## src/rtl/kadai4_pkg.sv

```systemverilog
// kadai4 accumulator shared types: FSM state codes, count width and
// a saturating add helper reused by the host-side checker.
package kadai4_pkg;

  localparam logic [1:0] S_IDLE = 2'd0;
  localparam logic [1:0] S_REQ  = 2'd1;
  localparam logic [1:0] S_WAIT = 2'd2;
  localparam logic [1:0] S_OUT  = 2'd3;

  localparam int CNT_W = 8;

  // Operands are at most w bits wide; result is {ovf, sum} in 33 bits.
  function automatic logic [32:0] sat_add(
    input logic [31:0] a,
    input logic [31:0] b,
    input int          w
  );
    logic [32:0] s;
    logic [31:0] m;
    logic        c;
    m = (w >= 32) ? 32'hFFFF_FFFF
                  : ((32'd1 << w) - 32'd1);
    s = {1'b0, a} + {1'b0, b};
    c = s[32] | (|(s[31:0] & ~m));
    return {c, (c ? m : s[31:0])};
  endfunction

endpackage

```

## src/rtl/kadai4_acc_add.sv

```systemverilog
// Accumulator adder: wraps by default, saturates with KADAI4_ACC_SAT_EN.
// carry flags any overflow out of W bits in either build.
module kadai4_acc_add
  import kadai4_pkg::*;
#(
  parameter int W = 20
) (
  input  logic [W-1:0] a,
  input  logic [W-1:0] b,
  output logic [W-1:0] sum,
  output logic         carry
);

`ifdef KADAI4_ACC_SAT_EN
  logic [32:0] r;
  logic        unused_r;

  assign r        = sat_add(32'(a), 32'(b), W);
  assign sum      = r[W-1:0];
  assign carry    = r[32];
  assign unused_r = ^r;
`else
  assign {carry, sum} = {1'b0, a} + {1'b0, b};
`endif

endmodule

```

## src/rtl/kadai4_acc.sv

```systemverilog
// kadai4 frame accumulator: pops FIFO products, emits frame sums.
// Define KADAI4_ACC_SAT_EN for a saturating accumulator.
module kadai4_acc
  import kadai4_pkg::*;
#(
  parameter int FRAME_LEN = 8,
  parameter int ACC_W     = 20
) (
  input  logic             CLK,
  input  logic             RST,
  input  logic             FIFO_EMPTY,
  output logic             FIFO_RD,
  input  logic [15:0]      FIFO_DOUT,
  input  logic             FIFO_VALID,
  output logic [ACC_W-1:0] SUM,
  output logic             SUM_VALID,
  input  logic             SUM_READY,
  output logic [CNT_W-1:0] CNT,
  output logic             OVF
);

  logic [1:0]       state;
  logic [ACC_W-1:0] acc;
  logic [ACC_W-1:0] addend;
  logic [ACC_W-1:0] nxt;
  logic             carry;
  logic             last;

  assign addend = ACC_W'(FIFO_DOUT);
  assign last   = (CNT == CNT_W'(FRAME_LEN - 1));

  kadai4_acc_add #(
    .W(ACC_W)
  ) u_add (
    .a    (acc),
    .b    (addend),
    .sum  (nxt),
    .carry(carry)
  );

  always_ff @(posedge CLK or negedge RST) begin
    if (!RST) begin
      state     <= S_IDLE;
      FIFO_RD   <= 1'b0;
      SUM       <= '0;
      SUM_VALID <= 1'b0;
      CNT       <= '0;
      OVF       <= 1'b0;
      acc       <= '0;
    end else begin
      FIFO_RD <= 1'b0;
      case (state)
        S_IDLE: begin
          if (!FIFO_EMPTY) begin
            state   <= S_REQ;
            FIFO_RD <= 1'b1;
          end
        end
        S_REQ: begin
          state <= S_WAIT;
        end
        S_WAIT: begin
          if (FIFO_VALID) begin
            acc <= nxt;
            if (carry) OVF <= 1'b1;
            if (last) begin
              SUM       <= nxt;
              SUM_VALID <= 1'b1;
              CNT       <= '0;
              state     <= S_OUT;
            end else begin
              CNT   <= CNT + 8'd1;
              state <= S_IDLE;
            end
          end
        end
        default: begin
          if (SUM_READY) begin
            SUM_VALID <= 1'b0;
            acc       <= '0;
            OVF       <= 1'b0;
            state     <= S_IDLE;
          end
        end
      endcase
    end
  end

endmodule

```

## config.mk

```make
export PLATFORM = sky130hd
export DESIGN_NAME = kadai4_acc
export DESIGN_NICKNAME = d
export VERILOG_FILES = /design/src/rtl/kadai4_pkg.sv /design/src/rtl/kadai4_acc_add.sv /design/src/rtl/kadai4_acc.sv
export SDC_FILE = /design/constraint.sdc
export NUM_CORES = 1
export LEC_CHECK = 0
export CAP_MARGIN = 20
export CORE_ASPECT_RATIO = 0.9
export CORE_MARGIN = 5
export CORE_UTILIZATION = 31
export CTS_BUF_LIST = sky130_fd_sc_hd__clkbuf_2
export CTS_CLUSTER_DIAMETER = 30
export DETAILED_ROUTE_END_ITERATION = 16
export DONT_BUFFER_PORTS = 1
export PLACE_DENSITY = 0.41
export SETUP_SLACK_MARGIN = 0.15
export SKIP_LAST_GASP = 1
export SLEW_MARGIN = 20
export SYNTH_ARGS = -nofsm -noshare
export SYNTH_HDL_FRONTEND = slang
export SYNTH_HIERARCHICAL = 1
export SYNTH_SLANG_ARGS = --single-unit
```

## constraint.sdc

```tcl
create_clock -name CLK -period 3.7 [get_ports CLK]
set_input_delay 0.74 -clock CLK [delete_from_list [all_inputs] [get_ports CLK]]
set_output_delay 0.74 -clock CLK [all_outputs]
set_load 0.03 [all_outputs]
```

* Yosys cells after proc, flatten, opt, wreduce, memory -nomap -nowiden
Index checks and enable logic that the tools add are counted.
** Operators by class
- Equal/unequal tests :: 7
- Reductions and logical operators :: 10
- Multiplexer cells :: 18
- Add/sub/neg operators :: 2
- Bitwise logic cells :: 1
** Operator list (count)
- $mux 20 :: 2
- $pmux 20 s2 :: 1
- $add 20x16->21 :: 1
- $reduce_and 3->1 :: 3
- $add 8x1->8 const B :: 1
- $eq 8x3->1 const B :: 1
- $mux 2 :: 4
- $mux 8 :: 1
- $ne 2x2->1 const B :: 4
- $reduce_and 4->1 :: 2
- $mux 1 :: 7
- $pmux 2 s3 :: 1
- $pmux 1 s2 :: 2
- $reduce_bool 4->1 :: 1
- $eq 2x1->1 const B :: 1
- $eq 2x2->1 const B :: 1
- $logic_not 2->1 :: 1
- $reduce_and 2->1 :: 1
- $reduce_bool 2->1 :: 1
- $reduce_or 2->1 :: 1
- $not 1->1 :: 1
** Storage, ports and cells
- Bits in registers :: 53
- Logic and storage cells :: 45

* Logic depth before layout (Yosys ltp)
- Word-level depth :: 4
- Gate-level depth with buffers :: 9
- Mapped depth without buffers :: 9

* By module
Netlist, hierarchy kept.
** Modules (own cells, without submodules)
- kadai4_acc :: cells each 145, seq. area each 1326.3 um^2, times used 1, area an instance 2174.6 um^2
- kadai4_acc_add :: cells each 142, seq. area each 0.0 um^2, times used 1, area an instance 1012.2 um^2

* Worst setup path before layout
OpenSTA, ideal clock, no wires.
- Path kind :: input -> register
- Start :: input port FIFO_DOUT[0]
- End :: register OVF
- Buffers on the path :: 0
- Path slack :: 937 ps
- Data arrival time :: 2631 ps
- Stages on the path :: 9
- Cell sequence :: ha_1 fa_1 a211oi_1 o21a_1 a221o_1 o221ai_1 a221o_1 a21oi_1 a31oi_1
** Between the ends
- Word-level cells in the longest chain between the ends :: 3
** RTL lines
- start: declaration :: line kadai4_acc.sv:13 : input logic [15:0] FIFO_DOUT,
- $add 20x16->21 :: line kadai4_acc_add.sv:23 : assign {carry, sum} = {1'b0, a} + {1'b0, b};
- net carry :: line kadai4_acc.sv:26 : logic carry;
- $ne 2x2->1 (no source line)
- $reduce_and 4->1 (no source line)
- end signal: assignment :: line kadai4_acc.sv:48 : OVF <= 1'b0;
- end signal: assignment :: line kadai4_acc.sv:65 : if (carry) OVF <= 1'b1;
- end signal: assignment :: line kadai4_acc.sv:81 : OVF <= 1'b0;
- end: declaration :: line kadai4_acc.sv:19 : output logic OVF
The timed path passes the listed nets, and every way through them passes these cells.
A chain may end at the register's enable or synchronous reset.

* Worst setup path in the final report
- Start :: register acc[0]
- End :: register OVF
** Between the ends
- Word-level cells in the longest chain between the ends :: 3
** RTL lines
- start: declaration :: line kadai4_acc.sv:23 : logic [ACC_W-1:0] acc;
- start signal: assignment :: line kadai4_acc.sv:64 : acc <= nxt;
- $add 20x16->21 :: line kadai4_acc_add.sv:23
- net carry :: line kadai4_acc.sv:26
- $ne 2x2->1 (no source line)
- $reduce_and 4->1 (no source line)
The timed path passes the listed nets, and every way through them passes these cells.

==> reports/results.txt <==
Hpwl dp = 5435 um
Routability congestion estimate from global placement = 0.7877
DRC viols = 0
Post-CTS setup buffer count = 0
Initial Utilization = 31.37%
Cell Chain, Critical Path = ha_1 > fa_1 > a211oi_1 > o21a_1 > a221o_1 > o221ai_1 > a221o_1 > a21oi_1 > a31oi_1
Critical path's slowest cell = dfrtp_1
Pin count of the biggest net entering global routing = 54
Total gr overflow = 0
CTS resizes = 0
Peak VDD IR = 210.7 uV
Via density = 5.312
Outcome = complete, no violations
Crit path DAT = 3.16 ns
PwrDens = 683.5 nW/um2
Minimum clock period = 2.768 ns
Ant diodes = 0
Fin util = 33.17%
Synth Area per Inst = 11.10 um2
Leakage power = 1.617 nW
R2r setup slk = 0.93 ns
Post-Route WL = 7593 um
Post-route ant nets = 0
Worst-Margin Slew = 0.7129 ns
Nets = 333
Setup-failing EPs final = 0
All-Layer GR Usage = 12.96%
Die area = 12,410 um2
# IOs = 52
Antenna violations before repair = 0
First-pass GRT wire length = 12,660 um
Slowest stage delay, CP = 0.45 ns
Commonest non-fill, non-tap cells in the layout = dfrtp_1 (53), a21oi_1 (25), nand2_1 (22)
Chip height = 106.2 um
CP required = 4.10 ns
Clock Root Buffer = clkbuf_2
Maximum clock rate = 0.3612 GHz
Yosys reg bits = 53
Die width = 116.9 um
Synth Flop Type = dfrtp_1
Critical path peak fanout = 5
Crit path kind = flop to flop
Clock Path Buffers = 2
Most used cell, CP = a221o_1
DR pass1 iterations = 5
Latest clock arrival within the worst-skew pair = 0.47 ns
Number of synthesized flops with an enable pin = 0
Final Max Tran Viols = 0
Routed wire per std cell = 18.08 um
Post-Syn Instances = 287
Vias = 2,231
Yosys cell types = 52
Post-synthesis cell area = 3187 um2
Max Cap Violations = 0
Clock skew = 0.01943 ns
RSZ-0062 raised after global routing = no
Worst Setup Start Kind = flop
Hold Path Class = input port to asynchronous set/reset pin
Syn. warnings = 6
CTS tree = done
Sequential area share after synthesis = 41.62%
Clock-pin slew on the worst setup and hold paths = 0.28 ns
H-tree levels = 2
Setup TNS = 0 ns
Ys async rst share = 100.0%
Vias in the first global route = 2,354
Commonest non-fill, non-tap cell in the layout = dfrtp_1
Rows = 35
Num CTS Buffers = 5
Core outline area = 10,160 um2
Final period utilization = 74.82%
Layout cells sized above 1 = 12.03%
Crit end category = flop
Worst reg2reg path depth = 9
Max_slew headroom = 52.04%
Endpoints failing hold = 0
Area Growth Syn to Fin = 5.732%
Total clock sinks = 53
Starting DRT DRC Count = 95
IO Port Bufs = 0
## kinds of logic after synthesis
kind of cell,after synthesis,share of synthesized area (%)
AOI/OAI and AO/OA,96,21.36
and+or+nand+nor,58,10.25
DFF,53,41.62
adders and majority gates,22,8.873
muxes,22,9.972
buffers and inverters,19,3.416
xor gates and xnor gates,16,4.398
other,1,0.1177
## sequential cells by signal, summed over array words and instances (netlist names)
| name | count |
|---|---|
| CNT | 8 |
| OVF | 1 |
| state | 2 |
| acc | 20 |
| FIFO_RD | 1 |
| SUM | 20 |
| SUM_VALID | 1 |
## worst paths after layout
check	start	to
min reg2reg	acc[9]$_DFFE_PN0P_	acc[9]$_DFFE_PN0P_
min in group CLK	FIFO_EMPTY	FIFO_RD$_DFF_PN0_
max in group asynchronous	RST	SUM[16]$_DFFE_PN0P_
max	acc[0]$_DFFE_PN0P_	OVF$_DFFE_PN0P_
min	RST	acc[19]$_DFFE_PN0P_
max reg2reg	acc[0]$_DFFE_PN0P_	OVF$_DFFE_PN0P_
## worst max-delay path, delay by kind of cell (launching register included)
family	cells	cell delay, ns
flops	1	0.45
fa+ha+maj	2	0.67
compound gates	7	1.55
## through the flow
step,cell area [um2],setup WS (ns),instances,power (mW),hold slack (ns)
after detailed placement,3299,0.5929,411,2.058,0.4465
after global routing,3369,0.7354,420,2.522,0.01410
after global placement,3299,0.6627,411,2.057,0.4464
after CTS,3369,0.8889,420,2.329,0.04546
final,3369,0.9318,420,2.303,0.08127
after floorplan,3198,0.9372,290,1.800,0.4444
## synth_stat cells (all sizes together) (2+ instances only)
master,instances,area share (%)
o22ai,4,0.79
xnor2,8,2.2
dfrtp,53,42
o21ai,8,1.3
a211oi,3,0.71
nor4,3,1.1
and3,2,0.39
a21boi,3,0.71
o221ai,3,0.82
ha,21,8.2
nand2,22,2.6
a21o,5,1.2
a211o,2,0.55
clkbuf,3,0.39
nand4,6,1.2
o21bai,2,0.47
o21a,6,1.4
a221o,2,0.63
nor2b,2,0.39
mux2,21,9.7
nor2,7,1.3
a31oi,2,0.39
nand3,11,1.7
buf,7,2.0
xor2,8,2.2
inv,9,1.1
o211ai,3,0.71
a311oi,2,0.55
a22o,20,5.5
a21oi,25,3.9
## layer usage
metal	wire length (um)	GRT usage [%]	vias up	part of all wire, %
met5	0	0	-	0
met4	79	2.948	0	1.0
met3	391	3.984	8	5.1
met2	3242	18.93	40	43
met1	3881	18.67	1088	51
li1	-	-	1095	-
## report_power, final
| part | internal (mW) | leakage [nW] | total [mW] | switching [mW] |
|---|---|---|---|---|
| clock | 0.0440 | 0.0287 | 0.242 | 0.198 |
| sequential | 0.712 | 0.695 | 0.898 | 0.186 |
| combinational | 0.497 | 0.893 | 1.16 | 0.666 |
| total | 1.25 | 1.62 | 2.30 | 1.05 |
## what timing repair did
action                     in CTS  in global routing
hold endpoints to repair       53                  0
hold buffers                    1                  0
setup endpoints to repair       0                  0
## final cells by class
cell class / instances / area [um2]
clock inverters: 3 / 17.52
multi-input cells: 218 / 1763
flip-flops and latches: 53 / 1326
clock buffers: 5 / 25.02
fillers: 1035 / 6790
inverters: 9 / 33.78
repair buffers: 3 / 42.54
well taps: 129 / 161.4
Note: power is estimated with default switching activity, not from simulation.
